`src/rtl/convolution_coprocessor_index_sequencer.sv`:
```
// Index sequencer for the convolution coprocessor: walks n and k, issues (x[k], y[n-k]) MAC beats and z writes.
// Optional macro CONV_SEQ_BOUNDED_K_EN restricts k to the in-range window so no skip cycles occur.

module convolution_coprocessor_substractor #(
    parameter int DATA_WIDTH = 8
) (
    input  logic [DATA_WIDTH-1:0] re_A,
    input  logic [DATA_WIDTH-1:0] re_B,
    output logic [DATA_WIDTH-1:0] re_out
);
    assign re_out = re_A - re_B;
endmodule

module convolution_coprocessor_index_sequencer #(
    parameter int ADDR_WIDTH  = 5,
    parameter int MAC_LATENCY = 2
) (
    input  logic                  clk,
    input  logic                  rst,
    input  logic                  start,
    input  logic [ADDR_WIDTH:0]   size_x,
    input  logic [ADDR_WIDTH:0]   size_y,
    input  logic                  mac_ready,
    output logic [ADDR_WIDTH-1:0] addr_x,
    output logic [ADDR_WIDTH-1:0] addr_y,
    output logic                  mac_en,
    output logic                  acc_clr,
    output logic [ADDR_WIDTH:0]   addr_z,
    output logic                  z_wr,
    output logic                  busy,
    output logic                  done,
    output logic                  err
);
    localparam int AW = ADDR_WIDTH;
    localparam int DW = ADDR_WIDTH + 2;

    typedef enum logic [2:0] {
        S_IDLE, S_ERR, S_CLEAR, S_SCAN, S_DRAIN, S_WRITE, S_DONE
    } state_t;

    state_t        state_q;
    logic [AW:0]   sx_q, sy_q, n_q, n_last_q;
    logic [AW-1:0] k_q, k_last_q;
    logic [3:0]    wait_q;

    logic [AW-1:0] addr_x_q, addr_y_q;
    logic [AW:0]   addr_z_q;
    logic          mac_en_q, acc_clr_q, z_wr_q, busy_q, done_q, err_q;

    logic [AW-1:0] sx_m1, k_first_d, k_last_d, k_cur;
    logic [DW-1:0] re_out;
    logic          j_in_range, advance, last_k, issue;

    // Modular AW-bit arithmetic is exact here because the true result always fits in AW bits.
    assign sx_m1 = sx_q[AW-1:0] - 1'b1;

    always_comb begin
        k_first_d = '0;
        k_last_d  = sx_m1;
`ifdef CONV_SEQ_BOUNDED_K_EN
        if (n_q >= sy_q) k_first_d = n_q[AW-1:0] + 1'b1 - sy_q[AW-1:0];
        if (n_q < sx_q)  k_last_d  = n_q[AW-1:0];
`endif
    end

    // CLEAR evaluates the first k; SCAN evaluates the k after the one currently presented.
    assign k_cur   = (state_q == S_CLEAR) ? k_first_d : k_q + 1'b1;
    assign advance = !mac_en_q || mac_ready;
    assign last_k  = (k_q == k_last_q);
    assign issue   = (state_q == S_CLEAR) || ((state_q == S_SCAN) && advance && !last_k);

    convolution_coprocessor_substractor #(
        .DATA_WIDTH(DW)
    ) u_sub (
        .re_A  ({1'b0, n_q}),
        .re_B  ({2'b00, k_cur}),
        .re_out(re_out)
    );

    assign j_in_range = !re_out[DW-1] && (re_out[AW:0] < sy_q);

    always_ff @(posedge clk) begin
        if (rst) begin
            state_q   <= S_IDLE;
            sx_q      <= '0;
            sy_q      <= '0;
            n_q       <= '0;
            n_last_q  <= '0;
            k_q       <= '0;
            k_last_q  <= '0;
            wait_q    <= '0;
            addr_x_q  <= '0;
            addr_y_q  <= '0;
            addr_z_q  <= '0;
            mac_en_q  <= 1'b0;
            acc_clr_q <= 1'b0;
            z_wr_q    <= 1'b0;
            busy_q    <= 1'b0;
            done_q    <= 1'b0;
            err_q     <= 1'b0;
        end else begin
            acc_clr_q <= 1'b0;
            z_wr_q    <= 1'b0;
            done_q    <= 1'b0;

            if (issue) begin
                k_q      <= k_cur;
                addr_x_q <= k_cur;
                addr_y_q <= re_out[AW-1:0];
                mac_en_q <= j_in_range;
            end

            case (state_q)
                S_IDLE: begin
                    if (start) begin
                        busy_q <= 1'b1;
                        if (size_x == '0 || size_y == '0) begin
                            err_q   <= 1'b1;
                            state_q <= S_ERR;
                        end else begin
                            err_q     <= 1'b0;
                            sx_q      <= size_x;
                            sy_q      <= size_y;
                            n_last_q  <= size_x + size_y - (AW+1)'(2);
                            n_q       <= '0;
                            acc_clr_q <= 1'b1;
                            state_q   <= S_CLEAR;
                        end
                    end
                end
                S_ERR: begin
                    busy_q  <= 1'b0;
                    done_q  <= 1'b1;
                    state_q <= S_DONE;
                end
                S_CLEAR: begin
                    k_last_q <= k_last_d;
                    state_q  <= S_SCAN;
                end
                S_SCAN: begin
                    if (advance && last_k) begin
                        mac_en_q <= 1'b0;
                        if (MAC_LATENCY == 0) begin
                            z_wr_q   <= 1'b1;
                            addr_z_q <= n_q;
                            state_q  <= S_WRITE;
                        end else begin
                            wait_q  <= 4'd1;
                            state_q <= S_DRAIN;
                        end
                    end
                end
                S_DRAIN: begin
                    if (wait_q == 4'(MAC_LATENCY)) begin
                        wait_q   <= '0;
                        z_wr_q   <= 1'b1;
                        addr_z_q <= n_q;
                        state_q  <= S_WRITE;
                    end else begin
                        wait_q <= wait_q + 1'b1;
                    end
                end
                S_WRITE: begin
                    if (n_q == n_last_q) begin
                        busy_q  <= 1'b0;
                        done_q  <= 1'b1;
                        state_q <= S_DONE;
                    end else begin
                        n_q       <= n_q + 1'b1;
                        acc_clr_q <= 1'b1;
                        state_q   <= S_CLEAR;
                    end
                end
                S_DONE: begin
                    state_q <= S_IDLE;
                end
                default: begin
                    state_q <= S_IDLE;
                end
            endcase
        end
    end

`ifdef CONV_SEQ_BOUNDED_K_EN
    // With the bounded window every evaluated k must land on a valid y sample.
    always_ff @(posedge clk) begin
        if (!rst && issue) begin
            assert (j_in_range);
        end
    end
`endif

    assign addr_x  = addr_x_q;
    assign addr_y  = addr_y_q;
    assign mac_en  = mac_en_q;
    assign acc_clr = acc_clr_q;
    assign addr_z  = addr_z_q;
    assign z_wr    = z_wr_q;
    assign busy    = busy_q;
    assign done    = done_q;
    assign err     = err_q;

endmodule

```
`config.mk`:
```
export PLATFORM = sky130hd
export DESIGN_NAME = convolution_coprocessor_index_sequencer
export DESIGN_NICKNAME = d
export VERILOG_FILES = /design/src/rtl/convolution_coprocessor_index_sequencer.sv
export SDC_FILE = /design/constraint.sdc
export NUM_CORES = 1
export LEC_CHECK = 0
export CAP_MARGIN = 40
export CORE_MARGIN = 4
export CORE_UTILIZATION = 35
export CTS_CLUSTER_DIAMETER = 100
export DETAILED_ROUTE_END_ITERATION = 7
export GPL_ROUTABILITY_DRIVEN = 1
export PLACE_DENSITY = 0.54
export SETUP_SLACK_MARGIN = 0.15
export SLEW_MARGIN = 20
export SYNTH_ARGS = -nofsm -noshare
export SYNTH_HDL_FRONTEND = slang
export SYNTH_SLANG_ARGS = --single-unit
```
`constraint.sdc`:
```
create_clock -name clk -period 7.7 [get_ports clk]
set_clock_uncertainty 0.2 [all_clocks]
set_input_delay 1.54 -clock clk [delete_from_list [all_inputs] [get_ports clk]]
set_output_delay 1.54 -clock clk [all_outputs]
set_load 0.01 [all_outputs]
```
==> results.toml <==
[power]
p_sw_uw = 455
pwr_density_cell_nw_per_um2 = 301
p_leak_uw = 0.00153
ir_drop_mv = 0.0838
power.switching_fraction = 0.397
combPwrFrac = 0.435
clkPwrFrac = 0.201
seq_power_share = 0.364
internal_power_uw = 691

[placed_design]
port_buffers = 37
place_inst = 517
dpl_cell_area_sq_um = 3650
place.gp.congestion = 0.818
hpwl_um = 5520

[routing]
drtIter0Drc = 95
finalWirelength_um = 7310
firstDrtPassIters = 4
dr_total_vias = 2695
wl_per_cell_um = 13.7
ant_nets = 0
drc_errors = 0
viasPerCell = 5.06

[yosys]
synth_top_family_by_area = "simple AND/OR/NAND/NOR gates"
ys_seq_area_frac = 0.357
ys_seq_elements = 57
yosysWarnings = 0
synth-xor-area-share = 0.0823
synth_area_sq_um = 3190
synth_area_leaders = "dfxtp_1, ha_1, nand2_1"
avgSynthCellArea_sq_um = 8.29
yosysUniqueCellTypes = 53
synth_ff_type = "dfxtp_1"
synth_compound_area_frac = 0.163
syn_inst = 385
synth_top_cell_by_area = "dfxtp_1"
synth_edf_count = 0
yosys.area_share.adder = 0.107
synthSimpleGateAreaFrac = 0.217
syn_nets = 427
synth.area.mux_share = 0.0192
synth_top_area_frac = 0.357
postSynth.asyncResetShare = 0

[worst_setup_path]
crit_type = "reg -> reg"
crit_path_start_kind = "flip-flop"
cp_cell_sequence = "nor3b_4, nor2_1, ha_1, fa_1, nand2b_1, a21oi_1, xor2_1, ha_1, o211ai_1, o21ai_0, o22ai_1"
worstRegToRegCells = 11
worstReg2RegStart = "state_q[1]"
critPathSlowestCell = "nor3b_4"
crit_fanout = 16
crit_buf_inv = 0
end_kind = "flip-flop"
r2r_slack_ns = 4.11
crit_arrival_ns = 3.60
crit_path_max_incr_delay_ns = 0.67
cpMostUsedCell = "ha_1"
cp_top_family = "simple AND/OR/NAND/NOR gates"
rr_endpoint = "mac_en"
crit_required_ns = 7.71

[sta]
fmax_mhz = 278
hold_ws_ns = 0.256
rsz0062_at_grt = "false"
setup_viol = 0
slew_headroom = 0.502
post-route-min-period_ns = 3.59
setup_tns_ns = 0
hold_violations = 0
fin_crit_sh = 0.467
drv_slew = 0
max_slew.worst_pin.slew_ns = 0.746

[min_path]
holdPathEnd = "sy_q[1]"
hold-path-cell-count = 2
min_from = "sy_q[1]"
hp-class = "reg -> reg"

[cells_and_area]
fin_cells = 533
final_util = 0.433
drive_above_1_share = 0.0659
final_nets = 462
nFillCells = 881
design_area_sq_um = 3810
areaGrowthSynthToFinish_pct = 19.3
antenna_cells = 0

[global_route]
grt_antenna_before_repair = 0
grt_pass1_wl_um = 12500
grt_max_degree = 41
grt_overflow = 0
grt_pass1_vias = 2662
grtUsageTotal = 0.142

[clock_tree]
numCtsBuffers = 9
cts_resized = 0
cts.clk_slew.worst_paths_ns = 0.06
cts_max_path_buffers = 2
cts_tree = "yes"
htreeDepth = 3
clock_sinks = 57
insertion_delay_ns = 0.34
post_cts_buffers = 0
hold_buffers = 0
cts-root-buf = "clkbuf_8"

[die]
rows = 34
die_w_um = 104
die_h_um = 104
die-area_sq_um = 10700
pin_count = 38
coreArea_sq_um = 8810
start_util = 0.363

[run_status]
status = "complete, no violations"

[flow_run]
max-cap-violations = 0
-- area by class of cell --
type	count	area [sq um]	share of cell area
clock inverter	4	20.0	0.00526
sequential	57	1140	0.300
timing repair buffer	38	385	0.101
clock buffer	12	135	0.0355
multi-input combinational	284	1880	0.493
inverter	30	113	0.0296
tap	108	135	0.0355
-- worst max path at each step --
stage          startpoint          end  cells past startpoint
2_1_floorplan   size_x[1]  n_last_q[5]                     11
3_3_place_gp    size_x[0]       n_q[5]                      6
3_5_place_dp    size_x[1]  n_last_q[5]                     12
4_1_cts        state_q[1]       mac_en                     11
5_1_grt        state_q[1]       mac_en                     11
6_report       state_q[1]       mac_en                     11
-- worst min-delay path: cells and delay by family, from the launching register on --
| kind | cells | cell delay (ns) |
|---|---|---|
| AOI/OAI and AO/OA | 1 | 0.05 |
| DFF | 1 | 0.31 |
| and+or+nand+nor | 1 | 0.05 |
-- synth_stat cells (4+ instances only) --
master	number
ha_1	24
mux2i_1	5
o21ai_0	9
dfxtp_1	57
nand4_1	4
a211oi_1	11
inv_1	30
nor2_1	37
clkbuf_1	9
nor3_1	6
nand2b_1	4
xor2_1	19
nand2_1	53
nor2b_1	4
a21oi_1	34
nand3_1	10
xnor2_1	11
-- metrics by stage --
step	total power [uW]	setup slack, ns
floorplan	784	4.45
global placement	921	3.80
detailed placement	927	3.79
CTS	1160	4.03
global route	1240	3.78
finish	1150	4.11
-- logic make-up (layout without fill, tap and decap cells) --
| logic type | Yosys count | count (layout) |
|---|---|---|
| and+or+nand+nor | 142 | 142 |
| buffers and inverters | 44 | 84 |
| muxes | 6 | 6 |
| DFF | 57 | 57 |
| adders and majority gates | 26 | 26 |
| AOI/OAI and AO/OA | 80 | 80 |
| xor gates and xnor gates | 30 | 30 |
-- flip-flops by register name, indices dropped and copies added (netlist names) --
register / count
sx_q: 5
busy: 1
n_q: 6
state_q: 3
done: 1
err: 1
acc_clr: 1
n_last_q: 6
wait_q: 4
mac_en: 1
k_last_q: 5
z_wr: 1
sy_q: 6
addr_z: 6
addr_x: 5
addr_y: 5
-- layout by cell type, fill, tap and decap left out, drive strengths merged, types with 2 or more instances in the layout --
master / count
inv: 30
a211o: 3
o211ai: 2
a311o: 3
nor2: 38
clkdlybuf4s50: 36
or2: 2
mux2i: 5
nor3b: 4
a211oi: 11
xnor2: 11
xor2: 19
fa: 2
nor4: 4
o31ai: 3
or3: 2
clkinv: 4
clkbuf: 12
o21ai: 10
and2: 2
nand4: 4
nand3b: 2
ha: 24
nand2: 54
a21boi: 3
a31oi: 2
nor3: 8
nor2b: 4
a21oi: 34
a21o: 3
nand3: 10
buf: 2
nand2b: 4
dfxtp: 57
-- per-layer routing --
metal,vias up,wire length (um),GRT usage
met5,-,0,0
met4,0,165,0.0703
met3,11,321,0.0280
met2,59,3260,0.225
met1,1231,3560,0.185
li1,1394,-,-
-- power groups by stage --
| stage | registers [uW] | clock network (uW) | logic (uW) |
|---|---|---|---|
| floorplan | 408 | 0 | 377 |
| finish | 417 | 230 | 499 |
| global placement | 424 | 0 | 497 |
| detailed placement | 424 | 0 | 503 |
| global route | 427 | 251 | 566 |
| CTS | 417 | 238 | 505 |
No activity file was read; power rests on OpenSTA's default activity.
